$ cat src/rtl/regfile_hilo.sv
// Architectural GPR file (32 x DATA_WIDTH, $0 hardwired) plus HI/LO pair, 2R1W + HI/LO port.
// Reads are combinational with optional same-cycle write forwarding; no backpressure, every enabled write commits.
`timescale 1ns/1ps
module regfile_hilo #(
    parameter int DATA_WIDTH = 32,
    parameter int NREG       = 32,
    parameter int BYPASS     = 1
) (
    input  logic                     clk,
    input  logic                     resetn,
    input  logic                     wen,
    input  logic [$clog2(NREG)-1:0]  waddr,
    input  logic [DATA_WIDTH-1:0]    wd,
    input  logic [$clog2(NREG)-1:0]  raddr1,
    output logic [DATA_WIDTH-1:0]    rd1,
    input  logic [$clog2(NREG)-1:0]  raddr2,
    output logic [DATA_WIDTH-1:0]    rd2,
    input  logic                     wen_h,
    input  logic                     wen_l,
    input  logic [DATA_WIDTH-1:0]    wd_h,
    input  logic [DATA_WIDTH-1:0]    wd_l,
    output logic [DATA_WIDTH-1:0]    hi,
    output logic [DATA_WIDTH-1:0]    lo
);
    localparam int AW = $clog2(NREG);

    // Entry 0 has no storage; it always reads as zero.
    logic [DATA_WIDTH-1:0] regs [1:NREG-1];
    logic [DATA_WIDTH-1:0] hi_q;
    logic [DATA_WIDTH-1:0] lo_q;

    logic fwd_en;
    logic fwd_h;
    logic fwd_l;

    always_ff @(posedge clk or negedge resetn) begin
        if (!resetn) begin
            for (int i = 1; i < NREG; i++) begin
                regs[i] <= '0;
            end
            hi_q <= '0;
            lo_q <= '0;
        end else begin
            if (wen && (waddr != '0)) begin
                regs[waddr] <= wd;
            end
            if (wen_h) begin
                hi_q <= wd_h;
            end
            if (wen_l) begin
                lo_q <= wd_l;
            end
        end
    end

    // Forwarding is gated by reset so outputs read zero while resetn is low.
    always_comb begin
        fwd_en = (BYPASS != 0) && resetn && wen;
        fwd_h  = (BYPASS != 0) && resetn && wen_h;
        fwd_l  = (BYPASS != 0) && resetn && wen_l;
    end

    always_comb begin
        rd1 = '0;
        if (raddr1 != '0) begin
            if (fwd_en && (waddr == raddr1)) begin
                rd1 = wd;
            end else begin
                rd1 = regs[raddr1];
            end
        end
    end

    always_comb begin
        rd2 = '0;
        if (raddr2 != '0) begin
            if (fwd_en && (waddr == raddr2)) begin
                rd2 = wd;
            end else begin
                rd2 = regs[raddr2];
            end
        end
    end

    always_comb begin
        hi = fwd_h ? wd_h : hi_q;
        lo = fwd_l ? wd_l : lo_q;
    end

    logic unused_aw;
    assign unused_aw = (AW > 0);

endmodule
$ cat config.mk
export PLATFORM = sky130hd
export DESIGN_NAME = regfile_hilo
export DESIGN_NICKNAME = d
export VERILOG_FILES = /design/src/rtl/regfile_hilo.sv
export SDC_FILE = /design/constraint.sdc
export NUM_CORES = 2
export LEC_CHECK = 0
export CAP_MARGIN = 0
export CORE_MARGIN = 8
export CORE_UTILIZATION = 34
export DETAILED_ROUTE_END_ITERATION = 8
export PLACE_DENSITY = 0.52
export SLEW_MARGIN = 10
export SYNTH_ARGS = -nofsm -noshare
export SYNTH_HDL_FRONTEND = slang
export SYNTH_SLANG_ARGS = --single-unit
export TNS_END_PERCENT = 1
$ cat constraint.sdc
create_clock -name clk -period 2.5 [get_ports clk]
set_input_delay 0.375 -clock clk [delete_from_list [all_inputs] [get_ports clk]]
set_output_delay 0.375 -clock clk [all_outputs]
set_load 0.01 [all_outputs]
==> impl_metrics.toml <==
[clock_network]
numCtsBuffers = 132
clkSlewWorstSetupHoldPaths_ns = 0.06
cts_htree_levels = 4
clock_latency_ns = 0.77
cts_tree = "built"
numClockSinks = 1056
cts_root_buf = "clkbuf_16"
clockBufferDepth = 3

[sta]
setup_violations = 64
slew_headroom = 0.350
fin_crit_sh = 1.24
max_freq_mhz = 324
hold_viol_final = 0
fin_ws_ns = -0.591
period_needed_ns = 3.09
rsz0062_at_grt = "yes"
fin_skew_ns = 0
worst_pin_slew_ns = 0.976
finalSetupTns_ns = -29.69
slew_violations = 0

[logic_synthesis]
ys_warn_count = 0
ys.flop_type = "dfrtp_1"
synth_area_um2 = 57200
synth_edf_count = 0
ys_seq_elements = 1056
yosysSeqAreaShare = 0.462
synthesis.nets = 4064
yosysUniqueCellTypes = 61
ys_async_sr_fraction = 1.00
syn_avg_cell_area_um2 = 14.5
syn_inst = 3948

[pwr]
ir_worst_vdd_mv = 0.498
p_leak_nw = 32.4
powerDensity_nw_per_um2 = 765

[worst_setup_path]
timing.reg2reg.worst_path_depth = 2
arrival_ns = 2.72
crit_path_cell_trace = "mux4_2 -> a22o_1 -> a221oi_2 -> o311a_1 -> a21oi_4 -> buf_6 -> buf_6"
worstSetupStartpoint = "regs[727]"
reg2reg_to = "regs[786]"
endpoint = "rd1[23]"
cpMaxStageDelayCell = "mux4_2"
crit_path_max_incr_delay_ns = 0.49
r2r_setup_slack_ns = 1.58
cp_data_required_time_ns = 2.12
critPathLaunchType = "register"
path_class = "register to output pin"
path_max_fanout = 3
endpoint_kind = "output pin"
critPathMostFrequentCell = "buf_6"
r2r_start = "regs[786]"

[global_route]
grt_max_degree = 151
antenna_found_initial = 3
grt_usage = 0.247
grt_pass1_vias = 42700
overflow = 0
grt_first_pass_wirelength_um = 327000

[placement]
dp_hpwl_um = 160000
place_area_um2 = 68900
gp_congestion = 0.887
io_buffers = 243

[floorplan]
placementRows = 150
fp.dieW_um = 426
die_area_um2 = 182000
io_pins = 244
placeableCoreArea_um2 = 167000
die_h_um = 426
start_util = 0.342

[outcome]
violations = "setup timing"
outcome = "finished, violations left"

[route]
wl_um = 227000
wl_per_cell_um = 32.1
drt_iter0_drc = 3717
vias = 41200
vias_per_cell = 5.82
post-route-drc-count = 0
dr.pass1.iters = 5
drtAntennaViolNets = 0

[run]
maxCapViolCount = 0

[final_layout]
drive_above_1_share = 0.592
final_nets = 4889
utilization = 0.444
fillers = 15100
area_delta_synth_final_pct = 29.8
design_area_um2 = 74300

[hold_path]
hp-class = "primary input to async pin"
==> how the worst min path moves through the flow <==
stage | end | slack [ns] | depth (start not counted)
after global routing | regs[88] | 0.1 | 3
after floorplan | hi_q[0] | 0.08 | 0
final | regs[404] | 0.02 | 3
after global placement | lo_q[9] | 0.48 | 1
after CTS | regs[222] | 0.08 | 3
after detailed placement | hi_q[26] | 0.49 | 1
==> sequential cells by signal, summed over array words and instances, names as in the netlist <==
signal	cells
hi_q	32
lo_q	32
regs	992
==> layer usage <==
metal	GRT usage	vias up	share of wire
met5	0	-	0.000062
met4	0.101	2	0.047
met3	0.0398	415	0.055
met2	0.398	1503	0.47
met1	0.331	22200	0.43
li1	-	17100	-
==> synth_stat cells (12+ instances only) <==
cell type  number  area share
a22o_1         42      0.0064
nand3b_1       12      0.0016
a221oi_2       22      0.0058
mux4_2        368        0.14
nor2b_1        60      0.0066
o21bai_1       14      0.0018
o311a_1        21      0.0037
nor2_1         55      0.0036
nor3_1         16      0.0014
clkbuf_1      178       0.012
buf_4          40      0.0052
a22oi_1        63      0.0083
mux2i_1       181       0.032
buf_2         106      0.0093
a21oi_1        40      0.0035
o22ai_1        51      0.0056
nand4_1        15      0.0016
a221oi_1       72       0.011
o21ai_0        55      0.0048
buf_1          60      0.0039
buf_6          35      0.0069
dfrtp_1      1056        0.46
nand2_1        47      0.0031
nand3_1        12      0.0010
mux2_2       1166        0.23
a211oi_1       28      0.0037
nand2b_1       13      0.0014
==> report_power, final <==
group / internal [mW] / switching, mW / leakage [nW]
Combinational: 8.13 / 5.83 / 16.7
Clock: 12.1 / 8.11 / 2.27
Sequential: 20.4 / 2.26 / 13.4
==> critical path: cells and delay by family, from the launching register on <==
family	cells	cell delay [ns]
flops	1	0.40
mux	1	0.49
buf+inv	2	0.27
compound gates	4	0.77
==> layout make-up <==
class / count / area, um2 / area share
Antenna cell: 2 / 5.00 / 0.0000674
Clock buffer: 198 / 3980 / 0.0535
Clock inverter: 42 / 637 / 0.00857
Inverter: 1 / 3.75 / 0.0000505
Multi-Input combinational cell: 2468 / 29500 / 0.397
Sequential cell: 1056 / 26400 / 0.356
Tap cell: 2204 / 2760 / 0.0371
Timing Repair Buffer: 1114 / 11000 / 0.148
==> per-stage QoR <==
stage                     setup WS (ns)  hold WS, ns  total power [mW]  std cells
after floorplan                   0.152       0.0794              29.9       3948
after global placement            -1.24        0.483              36.2       6836
after detailed placement          -1.21        0.490              36.4       6836
after CTS                        -0.641       0.0797              57.1       7083
after global routing             -0.657       0.0977              59.1       7084
final                            -0.591       0.0163              56.8       7085
==> kinds of logic (layout without fill, tap and decap cells) <==
family                 Yosys count  count (layout)  synth area share
flip-flops                    1056            1056             0.462
multiplexers                  1722            1722             0.409
AO/OA/AOI/OAI                  464             464            0.0636
other                            0               2                 0
buffers and inverters          424            1355            0.0384
AND/OR/NAND/NOR                272             272            0.0259
XOR/XNOR                        10              10           0.00153
==> timing repair <==
item,4_1_cts,5_1_grt
hold buffers,1,0
pin swaps,131,26
setup buffers,15,0
hold endpoints to repair,37,0
resized for setup,413,19
endpoints found under the setup margin,64,64
cloned,3,0
==> layout by cell type, fill, tap and decap left out, types with 21 or more instances in the layout <==
cell,Yosys,layout
clkbuf_8,0,38
a22o_1,42,38
nor2_1,55,36
a221oi_2,22,26
a22oi_2,0,21
a221oi_1,72,67
clkbuf_1,178,27
o21ai_0,55,41
dfrtp_1,1056,1056
buf_6,35,36
mux4_2,368,372
nand2_1,47,30
clkdlybuf4s50_1,0,162
o22ai_1,51,46
o311a_1,21,21
clkbuf_16,0,135
mux2i_1,181,177
buf_4,40,703
nor2b_1,60,52
buf_2,106,23
a22oi_1,63,42
mux2_2,1166,1165
buf_12,3,160
Note: power is estimated with default switching activity, not from simulation.
